===== config.mk =====
export PLATFORM = sky130hd
export DESIGN_NAME = instr_mem_loader_flat
export DESIGN_NICKNAME = d
export VERILOG_FILES = /design/src/rtl/instr_mem_loader_if.sv /design/src/rtl/instr_mem_loader.sv /design/src/flat_wrapper.sv
export SDC_FILE = /design/constraint.sdc
export NUM_CORES = 1
export LEC_CHECK = 0
export ABC_CLOCK_PERIOD_IN_PS = 2700
export BUFFER_PORTS_ARGS = -buffer_cell sky130_fd_sc_hd__buf_4
export CAP_MARGIN = 10
export CORE_MARGIN = 8
export CORE_UTILIZATION = 62
export CTS_CLUSTER_SIZE = 16
export DETAILED_ROUTE_END_ITERATION = 10
export PLACE_DENSITY_LB_ADDON = 0.05
export SYNTH_ARGS = -nofsm -noshare
export SYNTH_HDL_FRONTEND = slang
export SYNTH_SLANG_ARGS = --single-unit

===== constraint.sdc =====
create_clock -name CLK -period 2.7 [get_ports CLK]
set_input_delay 0.81 -clock CLK [delete_from_list [all_inputs] [get_ports CLK]]
set_output_delay 0.81 -clock CLK [all_outputs]
set_load 0.01 [all_outputs]

===== src/rtl/instr_mem_loader_if.sv =====
// ----------------------------------------------------------------------------
// instr_mem_loader_if
// Bus between the board/core side and the instruction memory loader.
//   LOAD_MODE    : raw slide switch, 1 = load mode
//   WR_BTN       : raw (bouncy) write push button
//   DATA_IN      : instruction byte from the switches
//   Read_Address : program counter from the core
//   Instruction  : registered instruction byte for Read_Address
//   Load_Addr    : next address to be written while loading
//   CPU_Hold     : holds the core off while loading
//   Full         : every word has been written in this load session
// master = board/core side, slave = the loader itself.
// ----------------------------------------------------------------------------
interface instr_mem_loader_if;
  logic       LOAD_MODE;
  logic       WR_BTN;
  logic [7:0] DATA_IN;
  logic [7:0] Read_Address;
  logic [7:0] Instruction;
  logic [7:0] Load_Addr;
  logic       CPU_Hold;
  logic       Full;

  modport master (
    output LOAD_MODE, WR_BTN, DATA_IN, Read_Address,
    input  Instruction, Load_Addr, CPU_Hold, Full
  );

  modport slave (
    input  LOAD_MODE, WR_BTN, DATA_IN, Read_Address,
    output Instruction, Load_Addr, CPU_Hold, Full
  );
endinterface


===== src/rtl/instr_mem_loader.sv =====
// ----------------------------------------------------------------------------
// instr_mem_loader
// Program memory feeding the 8-bit core's instruction bus, with a board-level
// load mode: the user sets a byte on the switches and presses a debounced
// button to write it at an auto-incrementing address while the core is held.
// Runs entirely on the fast board clock.
//   CLK : board clock, rising edge
//   RST : asynchronous reset, active low
//   bus : instr_mem_loader_if slave modport (switch/button inputs, core PC in,
//         instruction, load address, hold and full flags out)
// ----------------------------------------------------------------------------
module instr_mem_loader #(
  parameter int unsigned DEPTH           = 32,
  parameter int unsigned DEBOUNCE_CYCLES = 16,
  parameter logic [7:0]  FILL_WORD       = 8'h00
) (
  input  logic                     CLK,
  input  logic                     RST,
  instr_mem_loader_if.slave        bus
);

  localparam int unsigned AW = (DEPTH > 1) ? $clog2(DEPTH) : 1;
  localparam int unsigned CW = (DEBOUNCE_CYCLES > 1) ? $clog2(DEBOUNCE_CYCLES) : 1;
  localparam logic [8:0]    DEPTH9  = 9'(DEPTH);
  localparam logic [CW-1:0] DB_LAST = CW'(DEBOUNCE_CYCLES - 1);

  typedef enum logic [1:0] {
    S_RUN  = 2'd0,
    S_LOAD = 2'd1,
    S_FULL = 2'd2
  } state_t;

  logic [1:0]    loadSync_q;
  logic [1:0]    btnSync_q;
  logic          loadMode;
  logic          btnLevel_q;
  logic          btnLevel_d;
  logic [CW-1:0] dbCnt_q;
  logic [CW-1:0] dbCnt_d;
  logic          pressPulse;

  state_t        state_q;
  logic [8:0]    loadAddr_q;
  logic [8:0]    loadAddrInc;
  logic          cpuHold_q;
  logic          full_q;
  logic          writeEn;
  logic [AW-1:0] wrIdx;
  logic [AW-1:0] rdIdx;

  logic [7:0]    mem_q [DEPTH];
  logic [7:0]    instr_q;
  logic [7:0]    instr_d;

  // Both raw board inputs go through two flops before any logic looks at them.
  always_ff @(posedge CLK or negedge RST) begin
    if (!RST) begin
      loadSync_q <= '0;
      btnSync_q  <= '0;
    end else begin
      loadSync_q <= {loadSync_q[0], bus.LOAD_MODE};
      btnSync_q  <= {btnSync_q[0], bus.WR_BTN};
    end
  end

  assign loadMode = loadSync_q[1];

  // Debouncer: the counter only runs while the synchronized button disagrees
  // with the accepted level, so any bounce back clears it. After
  // DEBOUNCE_CYCLES consecutive disagreeing samples the accepted level flips;
  // only a rising flip counts as a press, which is why a button already held
  // down when load mode starts cannot write until it is released first.
  always_comb begin
    dbCnt_d    = '0;
    btnLevel_d = btnLevel_q;
    pressPulse = 1'b0;
    if (btnSync_q[1] != btnLevel_q) begin
      if (dbCnt_q == DB_LAST) begin
        btnLevel_d = btnSync_q[1];
        pressPulse = btnSync_q[1];
      end else begin
        dbCnt_d = dbCnt_q + 1'b1;
      end
    end
  end

  // Debouncer state registers.
  always_ff @(posedge CLK or negedge RST) begin
    if (!RST) begin
      btnLevel_q <= 1'b0;
      dbCnt_q    <= '0;
    end else begin
      btnLevel_q <= btnLevel_d;
      dbCnt_q    <= dbCnt_d;
    end
  end

  // A write needs a press while still loading; if the switch drops in the
  // same cycle the mode change wins and the press is lost.
  assign writeEn     = (state_q == S_LOAD) && loadMode && pressPulse;
  assign loadAddrInc = loadAddr_q + 9'd1;
  assign wrIdx       = loadAddr_q[AW-1:0];

  // Load-mode state machine with registered hold/full flags. Load_Addr is
  // kept after leaving load mode so the display still shows how many words
  // went in; it is only re-zeroed on the next entry into load mode.
  always_ff @(posedge CLK or negedge RST) begin
    if (!RST) begin
      state_q    <= S_RUN;
      loadAddr_q <= '0;
      cpuHold_q  <= 1'b0;
      full_q     <= 1'b0;
    end else begin
      case (state_q)
        S_RUN: begin
          if (loadMode) begin
            state_q    <= S_LOAD;
            loadAddr_q <= '0;
            cpuHold_q  <= 1'b1;
            full_q     <= 1'b0;
          end
        end
        S_LOAD: begin
          if (!loadMode) begin
            state_q   <= S_RUN;
            cpuHold_q <= 1'b0;
            full_q    <= 1'b0;
          end else if (pressPulse) begin
            loadAddr_q <= loadAddrInc;
            if (loadAddrInc == DEPTH9) begin
              state_q <= S_FULL;
              full_q  <= 1'b1;
            end
          end
        end
        S_FULL: begin
          if (!loadMode) begin
            state_q   <= S_RUN;
            cpuHold_q <= 1'b0;
            full_q    <= 1'b0;
          end
        end
        default: begin
          state_q   <= S_RUN;
          cpuHold_q <= 1'b0;
          full_q    <= 1'b0;
        end
      endcase
    end
  end

  // Instruction storage; every word returns to FILL_WORD on reset so a reset
  // in the middle of loading leaves no half-written program behind.
  always_ff @(posedge CLK or negedge RST) begin
    if (!RST) begin
      for (int i = 0; i < int'(DEPTH); i++) begin
        mem_q[i] <= FILL_WORD;
      end
    end else if (writeEn) begin
      mem_q[wrIdx] <= bus.DATA_IN;
    end
  end

  // Addresses past the end of the memory read back as FILL_WORD.
  assign rdIdx   = bus.Read_Address[AW-1:0];
  assign instr_d = ({1'b0, bus.Read_Address} < DEPTH9) ? mem_q[rdIdx] : FILL_WORD;

  // Registered read port; it sees the memory before any same-cycle write,
  // so a freshly written word shows up one cycle later.
  always_ff @(posedge CLK or negedge RST) begin
    if (!RST) begin
      instr_q <= FILL_WORD;
    end else begin
      instr_q <= instr_d;
    end
  end

  assign bus.Instruction = instr_q;
  assign bus.Load_Addr   = loadAddr_q[7:0];
  assign bus.CPU_Hold    = cpuHold_q;
  assign bus.Full        = full_q;

endmodule

===== src/flat_wrapper.sv =====
// flat-port wrapper written by rule: the top's interface ports become plain ports
module instr_mem_loader_flat 
#(
  parameter int unsigned DEPTH           = 32,
  parameter int unsigned DEBOUNCE_CYCLES = 16,
  parameter logic [7:0]  FILL_WORD       = 8'h00
)
  (CLK, RST, bus_LOAD_MODE, bus_WR_BTN, bus_DATA_IN, bus_Read_Address, bus_Instruction, bus_Load_Addr, bus_CPU_Hold, bus_Full);
  instr_mem_loader_if bus_i ();
  input  logic CLK;
  input  logic RST;
  input wire logic [$bits(bus_i.LOAD_MODE)-1:0] bus_LOAD_MODE;
  input wire logic [$bits(bus_i.WR_BTN)-1:0] bus_WR_BTN;
  input wire logic [$bits(bus_i.DATA_IN)-1:0] bus_DATA_IN;
  input wire logic [$bits(bus_i.Read_Address)-1:0] bus_Read_Address;
  output wire logic [$bits(bus_i.Instruction)-1:0] bus_Instruction;
  output wire logic [$bits(bus_i.Load_Addr)-1:0] bus_Load_Addr;
  output wire logic [$bits(bus_i.CPU_Hold)-1:0] bus_CPU_Hold;
  output wire logic [$bits(bus_i.Full)-1:0] bus_Full;
  assign bus_i.LOAD_MODE = bus_LOAD_MODE;
  assign bus_i.WR_BTN = bus_WR_BTN;
  assign bus_i.DATA_IN = bus_DATA_IN;
  assign bus_i.Read_Address = bus_Read_Address;
  assign bus_Instruction = bus_i.Instruction;
  assign bus_Load_Addr = bus_i.Load_Addr;
  assign bus_CPU_Hold = bus_i.CPU_Hold;
  assign bus_Full = bus_i.Full;
  instr_mem_loader #(.DEPTH(DEPTH), .DEBOUNCE_CYCLES(DEBOUNCE_CYCLES), .FILL_WORD(FILL_WORD)) u_core (.CLK(CLK), .RST(RST), .bus(bus_i));
endmodule

# == Word-level counts from Yosys, hierarchy flattened ==
# Cells that the tools add are included.
# totals
output_inout_bits,18
elab_cells,100
regBits,286
in_bits,20
# op_classes
n_reduce_logical,10
mux,29
addsub,2
n_bitwise,2
order_cmp,4
n_eq_ne,12
# ops
op,n
256-bit bitwise mux,1
8-bit binary-select mux with 5-bit select,1
8-bit demux with 5-bit select,1
8-bit 2-to-1 mux,4
9-bit 2-to-1 mux,3
9-bit one-hot mux with 2 select lines,1
"6-bit greater-or-equal comparator, second input constant",2
5-bit inverter with 6-bit output,2
2-bit 2-to-1 mux,5
"9-bit by 1-bit adder with 9-bit output, second input constant",1
"9-bit by 6-bit equality test with 1-bit output, second input constant",1
"8-bit by 6-bit < comparator with 1-bit output, second input constant",1
1-bit 2-to-1 mux,8
4-bit 2-to-1 mux,2
4-bit AND reduction,2
"6-bit by 1-bit < comparator with 1-bit output, second input constant",1
"2-bit by 1-bit inequality test with 1-bit output, second input constant",3
"3-bit inequality test, second input constant",2
2-bit one-hot mux with 3 select lines,1
"4-bit by 1-bit adder with 4-bit output, second input constant",1
"4-bit equality test, second input constant",1
"2-bit inequality test, second input constant",2
2-bit AND reduction,2
1-bit logical AND,3
8 further kinds,8

# == Logic depth before layout (Yosys ltp) ==
# depth
depth_word,6
ltp_mapped,9
mapped_depth_nobuf,7

# == Worst setup path before layout ==
# Ideal clock, no wire load.
# synth_timing
kind,input -> register
startpoint,input bus_Read_Address[0]
endpoint,register u_core.instr_q[3] (netlist: u_core.bus.Instruction[3])
stages,6
slack_ps,388
setup_ps,139
path_buffers,2
t_arrival_ps,2173
required_ps,2561
cell_sequence,buf_2 buf_2 mux4_2 mux2i_1 o22a_1 o221ai_1
# synth_between
elab_chain_len,5
elab_cells_between_ends,6
cone_classes,order compare: 1; mux: 4; bitwise: 1
# synth_rtl
item,line_no,text
"start, declared",flat_wrapper.sv:15,input wire logic [$bits(bus_i.Read_Address)-1:0] bus_Read_Address;
5-bit inverter with 6-bit output (implied by the code),instr_mem_loader.sv:166,"assign instr_d = ({1'b0, bus.Read_Address} < DEPTH9) ? mem_q[rdIdx] : FILL_WORD;"
8-bit binary-select mux with 5-bit select,instr_mem_loader.sv:166,
8-bit 2-to-1 mux (implied by the code) (2 in a row),instr_mem_loader.sv:166,
8-bit 2-to-1 mux (*),instr_mem_loader.sv:166,
via u_core.instr_d[3],instr_mem_loader.sv:53,logic [7:0] instr_d;
"end signal, assigned",instr_mem_loader.sv:174,instr_q <= instr_d;
"end, declared",instr_mem_loader.sv:52,logic [7:0] instr_q;
# Mark *: on every way through the listed nets, which the timed path passes. The rest lies on a longest branch. The select of a mux whose other input is x is not followed.
# A chain may end at the register's enable or synchronous reset.

==> metrics.txt <==
status finished, final reports clean; Startpoint Class register; Static Leak approximately 7.4 nW; Pins Over Slew Limit 0; sequential area share after synthesis 0.533; layout cell share with drive strength beyond 1 0.512; Post-synth top flop dfrtp_1; vias per cell between 6 and 7; Worst R2R Setup Slack 0.33 ns; crit path DAT ~2.8 ns; Synth Warn # 0; ANT cells 0; DR iter-0 viols about 490; number of global-route vias before repair slightly above 8000; post-route antenna net violation count 0; period utilization 0.876; Sequential Power Share 0.483; Max VDD drop roughly 620 uV; Worst Path Required roughly 3.1 ns; EDFF count, synth 0; post-CTS resize count 0; row count 53; final WL ~31000 um; Net Sw Frac 0.219; Pint roughly 7 mW; P&R area growth vs syn 13.2%; number of synthesized register bits about 290; clock share of power 0.462; Final Power 8.93 mW; f_max roughly 0.42 GHz; sw power approximately 2.0 mW; DIE AREA approximately 0.027 mm^2; maximum clock path buffer count 3; DR WL/cell between 20 and 30 um; worst-path fanout max 8; asr flop ratio synth 1.00; fill count roughly 1400; clock root buffer clkbuf_16; synthesized instance count roughly 860; Final nets ~940; H-tree levels 1; RePlAce Congestion 0.815; hold_buf cts 0; clk_lat worst skew 0.55 ns; clock sink count roughly 290; RSZ-0062 raised after global routing no; post-layout min period approximately 2.4 ns; most common cell after layout, fill and taps aside dfrtp_1; relative slew slack 0.550; Logic pwr share 0.055; Min-Delay Path Class primary input to async pin; Boundary Pins 38; Netlist Area Pre-Place between 0.01 and 0.015 mm^2; overflow left after global routing 0; critical path class register to register; syn_nets roughly 900; worst reg2reg path endpoint u_core.mem_q[76]$_DFFE_PN0P_; CP endpoint kind register; CTS buffer count 30; total number of vias approximately 7600; Hold Fails Final Rpt 0; CTS tree yes; power density cells 590 mW/mm^2; clock-pin slew on the worst setup and hold paths about 0.06 ns; Port Buffers 37; Crit Reg-Reg Startpoint u_core.bus.Full$_DFFE_PN0P_; first-pass iteration count of the detailed router 5; core area around 0.021 mm^2; Final TNS setup 0 ns; final clock skew between 0.01 and 0.015 ns; final setup fails 0; starting density of the core 0.634; initial antenna violation count 2; Max Cap Violations 0; most frequent cells in the layout dfrtp_1 (285), mux2_2 (231), buf_4 (68); post-CTS setup buffers 0; post-DP HPWL roughly 21000 um; pin count of the biggest net entering global routing 65; Slew @ Worst Pin ~0.68 ns; cells on worst reg2reg path 6; DRC 0; first-pass GRT wire length between 50000 and 60000 um; Die Y roughly 160 um; Avg Cell Area, Syn around 16 um^2; Synth cell types 52; GRT Resource Usage Total 0.246; chip width ~160 um
synth_stat cells (all sizes together) (7+ instances only):
library cell / n / area share
dfrtp: 285 / 0.53
mux2: 259 / 0.22
mux4: 64 / 0.11
clkbuf: 41 / 0.012
nor2: 40 / 0.025
mux2i: 34 / 0.025
buf: 24 / 0.012
nand3: 14 / 0.0094
o21ai: 14 / 0.0052
nand2: 9 / 0.0025
ha: 8 / 0.0075
o221ai: 8 / 0.0052
o22a: 8 / 0.0052
inv: 7 / 0.0020
cell families (layout without fill, tap and decap cells):
family	Yosys count	in the layout	synth area share
muxes	357	357	0.356
DFF	285	285	0.533
and+or+nand+nor	89	89	0.0504
buffers and inverters	72	139	0.0256
AOI/OAI and AO/OA	48	48	0.0254
adders and majority gates	8	8	0.00748
xor gates and xnor gates	3	3	0.00196
cell type report:
| class | count | area [um^2] | area share |
|---|---|---|---|
| Sequential cell | 285 | 7130 | 0.471 |
| Multi-Input combinational cell | 505 | 5900 | 0.390 |
| Clock buffer | 51 | 971 | 0.0642 |
| Timing Repair Buffer | 79 | 726 | 0.0480 |
| Tap cell | 275 | 344 | 0.0227 |
| Clock inverter | 2 | 35.0 | 0.00232 |
| Inverter | 7 | 26.3 | 0.00174 |
flip-flops by register name, indices dropped and copies added, names as in the netlist:
signal / cells
u_core.loadSync_q: 2
u_core.bus.CPU_Hold: 1
u_core.bus.Instruction: 8
u_core.loadAddr_q: 9
u_core.bus.Full: 1
u_core.dbCnt_q: 4
u_core.state_q: 1
u_core.mem_q: 256
u_core.btnLevel_q: 1
u_core.btnSync_q: 2
metal layers:
layer / GRT usage / wire, um / vias up
met5: 0.0132 / 72 / -
met4: 0.0638 / 796 / 6
met3: 0.0531 / 1910 / 53
met2: 0.396 / 15400 / 196
met1: 0.337 / 13200 / 4098
li1: - / - / 3289
per-stage QoR:
step           utilization  hold slack [ns]  cell area, um^2  cells  setup WS [ns]
6_report             0.718            0.192            15100   1204          0.334
5_1_grt              0.718            0.218            15100   1204          0.199
4_1_cts              0.718            0.206            15100   1204          0.315
3_5_place_dp         0.670            0.335            14100   1151          0.195
3_3_place_gp         0.670            0.333            14100   1151          0.187
2_1_floorplan            -            0.331            13400    862          0.388
power by group through the flow:
stage,clock network (mW),logic [mW],registers [mW]
2_1_floorplan,0,0.264,4.39
5_1_grt,4.35,0.546,4.31
3_3_place_gp,0,0.483,4.39
3_5_place_dp,0,0.504,4.39
6_report,4.13,0.494,4.31
4_1_cts,4.18,0.504,4.31
worst max-delay path, cell delays in order (launching register included):
cell and delay, ns:
dfrtp_1 0.41, inv_1 0.10, ha_1 0.24, and2_1 0.41, nand3_4 0.23, nor2_2 0.46
mux2_2 0.40
how the worst max path moves through the flow:
| stage | depth (start not counted) | to | start | slack [ns] |
|---|---|---|---|---|
| 6_report | 6 | u_core.mem_q[76]$_DFFE_PN0P_ | u_core.bus.Full$_DFFE_PN0P_ | 0.33 |
| 3_3_place_gp | 6 | u_core.bus.Instruction[3]$_DFF_PN0_ | bus_Read_Address[0] | 0.19 |
| 5_1_grt | 6 | u_core.mem_q[76]$_DFFE_PN0P_ | u_core.bus.Full$_DFFE_PN0P_ | 0.20 |
| 2_1_floorplan | 6 | u_core.bus.Instruction[3]$_DFF_PN0_ | bus_Read_Address[0] | 0.39 |
| 4_1_cts | 6 | u_core.mem_q[76]$_DFFE_PN0P_ | u_core.bus.Full$_DFFE_PN0P_ | 0.32 |
| 3_5_place_dp | 6 | u_core.bus.Instruction[5]$_DFF_PN0_ | bus_Read_Address[0] | 0.19 |
Power figures use the tool's default switching activity.
